==> src/rtl/main_fsm_pkg.sv <==
// main_fsm_pkg: state codes, opcodes and control-field encodings shared by the
// multicycle control FSM, the instruction decoder and the ALU decoder.
package main_fsm_pkg;

    typedef logic [3:0] state_t;

    localparam state_t S_FETCH    = 4'd0;
    localparam state_t S_DECODE   = 4'd1;
    localparam state_t S_MEMADR   = 4'd2;
    localparam state_t S_MEMREAD  = 4'd3;
    localparam state_t S_MEMWB    = 4'd4;
    localparam state_t S_MEMWRITE = 4'd5;
    localparam state_t S_EXECUTER = 4'd6;
    localparam state_t S_EXECUTEI = 4'd7;
    localparam state_t S_ALUWB    = 4'd8;
    localparam state_t S_BEQ      = 4'd9;
    localparam state_t S_JAL      = 4'd10;
    localparam state_t S_LUI      = 4'd11;

    localparam logic [6:0] OP_LOAD   = 7'b0000011;
    localparam logic [6:0] OP_STORE  = 7'b0100011;
    localparam logic [6:0] OP_RTYPE  = 7'b0110011;
    localparam logic [6:0] OP_ITYPE  = 7'b0010011;
    localparam logic [6:0] OP_BRANCH = 7'b1100011;
    localparam logic [6:0] OP_JAL    = 7'b1101111;
    localparam logic [6:0] OP_LUI    = 7'b0110111;

    localparam logic [1:0] ALUOP_ADD   = 2'b00;
    localparam logic [1:0] ALUOP_SUB   = 2'b01;
    localparam logic [1:0] ALUOP_FUNCT = 2'b10;

    localparam logic [1:0] RES_ALUOUT    = 2'b00;
    localparam logic [1:0] RES_DATA      = 2'b01;
    localparam logic [1:0] RES_ALURESULT = 2'b10;
    localparam logic [1:0] RES_IMMEXT    = 2'b11;

    localparam logic [1:0] SRCA_PC    = 2'b00;
    localparam logic [1:0] SRCA_OLDPC = 2'b01;
    localparam logic [1:0] SRCA_RD1   = 2'b10;

    localparam logic [1:0] SRCB_RD2  = 2'b00;
    localparam logic [1:0] SRCB_IMM  = 2'b01;
    localparam logic [1:0] SRCB_FOUR = 2'b10;

    typedef struct packed {
        logic       ir_write;
        logic       pc_update;
        logic       branch;
        logic       reg_write;
        logic       mem_write;
        logic       adr_src;
        logic [1:0] alu_src_a;
        logic [1:0] alu_src_b;
        logic [1:0] alu_op;
        logic [1:0] result_src;
    } ctrl_t;

    localparam ctrl_t CTRL_IDLE = '0;

endpackage

==> src/rtl/main_fsm.sv <==
// main_fsm: Moore control FSM for a multicycle RISC-V datapath; every control
// output decodes from the state register alone.
module main_fsm
    import main_fsm_pkg::*;
(
    input  logic       clk,
    input  logic       reset_n,
    input  logic [6:0] op,
    output logic       IRWrite,
    output logic       PCUpdate,
    output logic       Branch,
    output logic       RegWrite,
    output logic       MemWrite,
    output logic       AdrSrc,
    output logic [1:0] ALUSrcA,
    output logic [1:0] ALUSrcB,
    output logic [1:0] ALUOp,
    output logic [1:0] ResultSrc,
    output logic [3:0] state
);

    state_t state_q, state_d;
    ctrl_t  ctrl;

    always_ff @(posedge clk or negedge reset_n) begin
        if (!reset_n) state_q <= S_FETCH;
        else          state_q <= state_d;
    end

    // op is only consulted in DECODE and MEMADR; unsupported ops fall back to FETCH
    always_comb begin
        state_d = S_FETCH;
        case (state_q)
            S_FETCH:    state_d = S_DECODE;
            S_DECODE: begin
                case (op)
                    OP_LOAD, OP_STORE: state_d = S_MEMADR;
                    OP_RTYPE:          state_d = S_EXECUTER;
                    OP_ITYPE:          state_d = S_EXECUTEI;
                    OP_BRANCH:         state_d = S_BEQ;
                    OP_JAL:            state_d = S_JAL;
                    OP_LUI:            state_d = S_LUI;
                    default:           state_d = S_FETCH;
                endcase
            end
            S_MEMADR:   state_d = (op == OP_LOAD) ? S_MEMREAD : S_MEMWRITE;
            S_MEMREAD:  state_d = S_MEMWB;
            S_EXECUTER: state_d = S_ALUWB;
            S_EXECUTEI: state_d = S_ALUWB;
            S_JAL:      state_d = S_ALUWB;
            default:    state_d = S_FETCH;
        endcase
    end

    always_comb begin
        ctrl = CTRL_IDLE;
        case (state_q)
            S_FETCH: begin
                ctrl.ir_write   = 1'b1;
                ctrl.pc_update  = 1'b1;
                ctrl.alu_src_b  = SRCB_FOUR;
                ctrl.result_src = RES_ALURESULT;
            end
            S_DECODE: begin
                ctrl.alu_src_a = SRCA_OLDPC;
                ctrl.alu_src_b = SRCB_IMM;
            end
            S_MEMADR: begin
                ctrl.alu_src_a = SRCA_RD1;
                ctrl.alu_src_b = SRCB_IMM;
            end
            S_MEMREAD:  ctrl.adr_src = 1'b1;
            S_MEMWB: begin
                ctrl.result_src = RES_DATA;
                ctrl.reg_write  = 1'b1;
            end
            S_MEMWRITE: begin
                ctrl.adr_src   = 1'b1;
                ctrl.mem_write = 1'b1;
            end
            S_EXECUTER: begin
                ctrl.alu_src_a = SRCA_RD1;
                ctrl.alu_op    = ALUOP_FUNCT;
            end
            S_EXECUTEI: begin
                ctrl.alu_src_a = SRCA_RD1;
                ctrl.alu_src_b = SRCB_IMM;
                ctrl.alu_op    = ALUOP_FUNCT;
            end
            S_ALUWB:    ctrl.reg_write = 1'b1;
            S_BEQ: begin
                ctrl.alu_src_a = SRCA_RD1;
                ctrl.alu_op    = ALUOP_SUB;
                ctrl.branch    = 1'b1;
            end
            S_JAL: begin
                ctrl.alu_src_a = SRCA_OLDPC;
                ctrl.alu_src_b = SRCB_FOUR;
                ctrl.pc_update = 1'b1;
            end
            S_LUI: begin
                ctrl.result_src = RES_IMMEXT;
                ctrl.reg_write  = 1'b1;
            end
            default:    ctrl = CTRL_IDLE;
        endcase
    end

    assign IRWrite   = ctrl.ir_write;
    assign PCUpdate  = ctrl.pc_update;
    assign Branch    = ctrl.branch;
    assign RegWrite  = ctrl.reg_write;
    assign MemWrite  = ctrl.mem_write;
    assign AdrSrc    = ctrl.adr_src;
    assign ALUSrcA   = ctrl.alu_src_a;
    assign ALUSrcB   = ctrl.alu_src_b;
    assign ALUOp     = ctrl.alu_op;
    assign ResultSrc = ctrl.result_src;
    assign state     = state_q;

endmodule

==> config.mk <==
export PLATFORM = sky130hd
export DESIGN_NAME = main_fsm
export DESIGN_NICKNAME = d
export VERILOG_FILES = /design/src/rtl/main_fsm_pkg.sv /design/src/rtl/main_fsm.sv
export SDC_FILE = /design/constraint.sdc
export NUM_CORES = 1
export LEC_CHECK = 0
export ABC_CLOCK_PERIOD_IN_PS = 3100
export CORE_MARGIN = 1
export CORE_UTILIZATION = 28
export CTS_CLUSTER_DIAMETER = 120
export CTS_CLUSTER_SIZE = 16
export DETAILED_ROUTE_END_ITERATION = 10
export SKIP_LAST_GASP = 1
export SYNTH_ARGS = -nofsm -noshare
export SYNTH_HDL_FRONTEND = slang
export SYNTH_SLANG_ARGS = --single-unit
==> constraint.sdc <==
create_clock -name clk -period 3.1 [get_ports clk]
set_input_delay 0.93 -clock clk [delete_from_list [all_inputs] [get_ports clk]]
set_output_delay 0.93 -clock clk [all_outputs]
set_load 0.01 [all_outputs]
Word-level counts from Yosys, hierarchy flattened

Cells that the tools add are included.

Flip-flop bits (word level): 4

Eq/ne operators: 18
Mux-type cells: 13
Reduce and logical (&&, ||, !) cells: 10

Operator list:

| cell                                                 | count |
|---|---|
| one-hot mux 4 bit (6 select lines)                   | 1 |
| equality test 7 x 6 -> 1 bit (second input constant) | 3 |
| one-hot mux 4 bit (5 select lines)                   | 1 |
| equality test 4 x 3 -> 1 bit (second input constant) | 4 |
| equality test 4 bit (second input constant)          | 4 |
| equality test 7 bit (second input constant)          | 2 |
| one-hot mux 2 bit (2 select lines)                   | 3 |
| OR reduction 2 bit                                   | 5 |
| OR reduction 3 bit                                   | 3 |
| equality test 4 x 2 -> 1 bit (second input constant) | 2 |
| equality test 7 x 2 -> 1 bit (second input constant) | 1 |
| equality test 7 x 5 -> 1 bit (second input constant) | 1 |
| 2-to-1 mux 1 bit                                     | 6 |
| one-hot mux 2 bit (3 select lines)                   | 1 |
| equality test 4 x 1 -> 1 bit (second input constant) | 1 |
| zero test 4 bit                                      | 1 |
| OR reduction 4 bit                                   | 1 |
| 2-to-1 mux 3 bit                                     | 1 |

Logic depth before layout (Yosys ltp)

Depth after elaboration: 4
Depth in mapped cells: 5
Mapped depth without buffers: 3

Least setup slack after synthesis

Ideal clock, no wire load.

Kind: reg-to-output
Start point: register state_q[0], in the netlist state[0]
End point: output port IRWrite
Arrival time: 1.196 ns
Data required time: 2.170 ns
Slack: 0.974 ns
Cell stages (with the launch flop): 4
Cells stage by stage: dfrtp_1 > buf_2 > buf_2 > nor4_1

Cells in the longest elaborated chain, start to end: 2

Ends and longest elaborated chain:

| element                | line           | source |
|---|---|---|
| from (decl)            | main_fsm.sv:22 | `state_t state_q, state_d;` |
| from (signal assigned) | main_fsm.sv:27 | `else state_q <= state_d;` |
| zero test 4 bit        | main_fsm.sv:57 | `case (state_q)` |
| 2-to-1 mux 1 bit       | main_fsm.sv:57 |  |
| to (decl)              | main_fsm.sv:9  | `output logic IRWrite,` |

No other way between the ends.

Worst setup path in the final report

Start point: register state_q[3], in the netlist state[3]
End point: output port ResultSrc[0]

Cells in the longest elaborated chain, start to end: 2

Ends and longest elaborated chain:

| element                                           | line           | source |
|---|---|---|
| equality test 4 bit, or another cell as far along | main_fsm.sv:57 |  |
| one-hot mux 2 bit (3 select lines) *              | main_fsm.sv:57 |  |
| to (decl)                                         | main_fsm.sv:18 | `output logic [1:0] ResultSrc,` |

Every way passes the cells marked *; elsewhere a longest branch is shown, timed or not.

==> flow_metrics.tcl <==
set metrics [dict create \
    max_freq_ghz 0.3464 \
    grt_max_degree 20 \
    die_h_um 44.39 \
    vias 586 \
    min_period_ps 2886 \
    ys_ff_latch 4 \
    cts-root-buf "clkbuf_4" \
    die_w_um 44.39 \
    synth_cell_types 35 \
    fin_crit_sh_pct 93.11 \
    fin_skew_ps 3.455 \
    path_clk_slew_ps 40 \
    drtIter0Drc 10 \
    crit_type "reg2out" \
    port_buffers 26 \
    drv_slew 0 \
    yosysTopAreaCell "dfrtp_1" \
    min_delay_path_depth 3 \
    antenna_found_initial 0 \
    hp-class "reg2reg" \
    hpwl_um 980.3 \
    cts_max_level 1 \
    largest_reg_flops 4 \
    power_leakage_nw 0.3223 \
    initial_core_util_pct 31.55 \
    irDropWorstVdd_uv 362.8 \
    rows 14 \
    min_from "state[2]" \
    viasPerCell 5.052 \
    wl_per_cell_um 10.82 \
    synth_edf_count 0 \
    syn_to_final_growth_pct 56.97 \
    cts_tree "built" \
    critPathLaunch "state[3]" \
    hold_viol 0 \
    ys.flop_type "dfrtp_1" \
    syn_area_sq_um 503.0 \
    power.density_nw_per_um2 508.6 \
    first_pass_iters 4 \
    gp_congestion 0.7858 \
    synth_cells 68 \
    setup_viol 0 \
    layout_commonest_cell "clkdlybuf4s50_1" \
    drc_errors 0 \
    diodes 0 \
    layout.nets 103 \
    worstMarginPinSlew_ps 484.3 \
    synth_area_leaders "dfrtp_1, nand2b_1, nor2_1" \
    syn_area_per_cell_sq_um 7.397 \
    core-area_sq_um 1594 \
    cp_max_fo 14 \
    synth_top_area_share_pct 19.90 \
    relSlewSlack_pct 67.72 \
    cts_made_buffers 3 \
    final.setup.tns_ps 0 \
    yosysWarnings 0 \
    drive_gt1_share_pct 8.696 \
    grt_pass1_vias 529 \
    cts.sinks 4 \
    ios 27 \
    worst_setup_path_end_kind "output port" \
    synth-async-reset-ratio_pct 100.0 \
    drv_cap 0 \
    status "complete, no violations" \
    grt_pass1_wl_um 2173 \
    final_util_pct 49.53 \
    overflow 0 \
    cp.required_ps 2170 \
    crit_arrival_ps 1960 \
    power.total_w 0.0004016 \
    syn_nets 77 \
    reg2reg_from "state[0]" \
    ys_seq_area_share_pct 19.90 \
    rsz0062_at_grt "no" \
    clk_latency_ps 240 \
    dieArea_sq_um 1970 \
    grt_usage_pct 15.00 \
    r2r_cells 4 \
    cts_buffer_depth 2 \
    holdWs_ps 692.2 \
    antenna_left 0 \
    wl_um 1255 \
    final_cell_mix "clkdlybuf4s50_1, nor2_1, nand2_1" \
    critPathLaunchType "flop" \
]
==> area by class of cell <==
type	count	area [sq um]
Clock buffer	3	22.52
Fill cell	172	804.5
Inverter	2	7.507
Multi-Input combinational cell	55	352.8
Sequential cell	4	101.3
Tap cell	24	30.03
Timing Repair Buffer	28	275.3
==> logic make-up after synthesis <==
family          share of synthesized area, %
compound gates                         18.91
xor+xnor                               5.225
simple gates                           46.02
flops                                  19.90
buf+inv                                9.951
==> final timing paths <==
path | slack (ps) | end
worst max-delay path | 210 | ResultSrc[0]
worst min-delay path | 690 | state[0]
worst max register to register | 1580 | state[1]
worst min register to register | 690 | state[0]
max in group asynchronous | 2030 | state[1]
min in group asynchronous | 890 | state[2]
==> metrics by stage <==
step / area [sq um] / instances / setup slack (ps)
floorplan: 503.0 / 68 / 973.6
global placement: 765.7 / 113 / 421.9
detailed placement: 765.7 / 113 / 398.3
CTS: 788.3 / 116 / 134.9
global route: 789.5 / 116 / 40.45
finish: 789.5 / 116 / 213.6
==> timing repair <==
item / 4_1_cts / 5_1_grt
hold buffers: 0 / 0
endpoints found under the setup margin: 0 / 1
hold endpoints to repair: 0 / 0
setup buffers: 0 / 0
gates resized for setup: 0 / 1
==> worst max-delay path, cell delays in order, from the launching register on <==
cell	delay, ps
dfrtp_1	570
nand2b_1	200
or2_2	320
o31ai_1	70
clkdlybuf4s50_1	570
==> where the power goes <==
part | internal [W] | total, W | leakage (nW) | switching (W)
Clock | 0.0000433 | 0.0000653 | 0.0138 | 0.0000219
Combinational | 0.000148 | 0.000243 | 0.257 | 0.0000947
Sequential | 0.0000600 | 0.0000933 | 0.0519 | 0.0000333
Total | 0.000252 | 0.000402 | 0.322 | 0.000150
==> layer usage <==
layer / global-route usage (%) / vias up / wire length (um)
li1: - / 298 / -
met1: 16.67 / 270 / 551
met2: 25.59 / 18 / 654
met3: 5.714 / 0 / 49
met4: 6.061 / 0 / 0
met5: 0 / - / 0
==> cells in the mapped netlist, types with 2 or more instances <==
cell and count:
nor2_1 6, xor2_1 2, o21ai_0 2, a31oi_1 2, nor3b_1 3, a211o_1 2
dfrtp_1 4, inv_1 2, and4_1 2, nand2b_1 4, buf_2 4, nand2_1 5
a21oi_1 3, nand3_1 2, nor3_1 3, nor2b_1 2, or3_1 2
No activity file was read; power rests on OpenSTA's default activity.
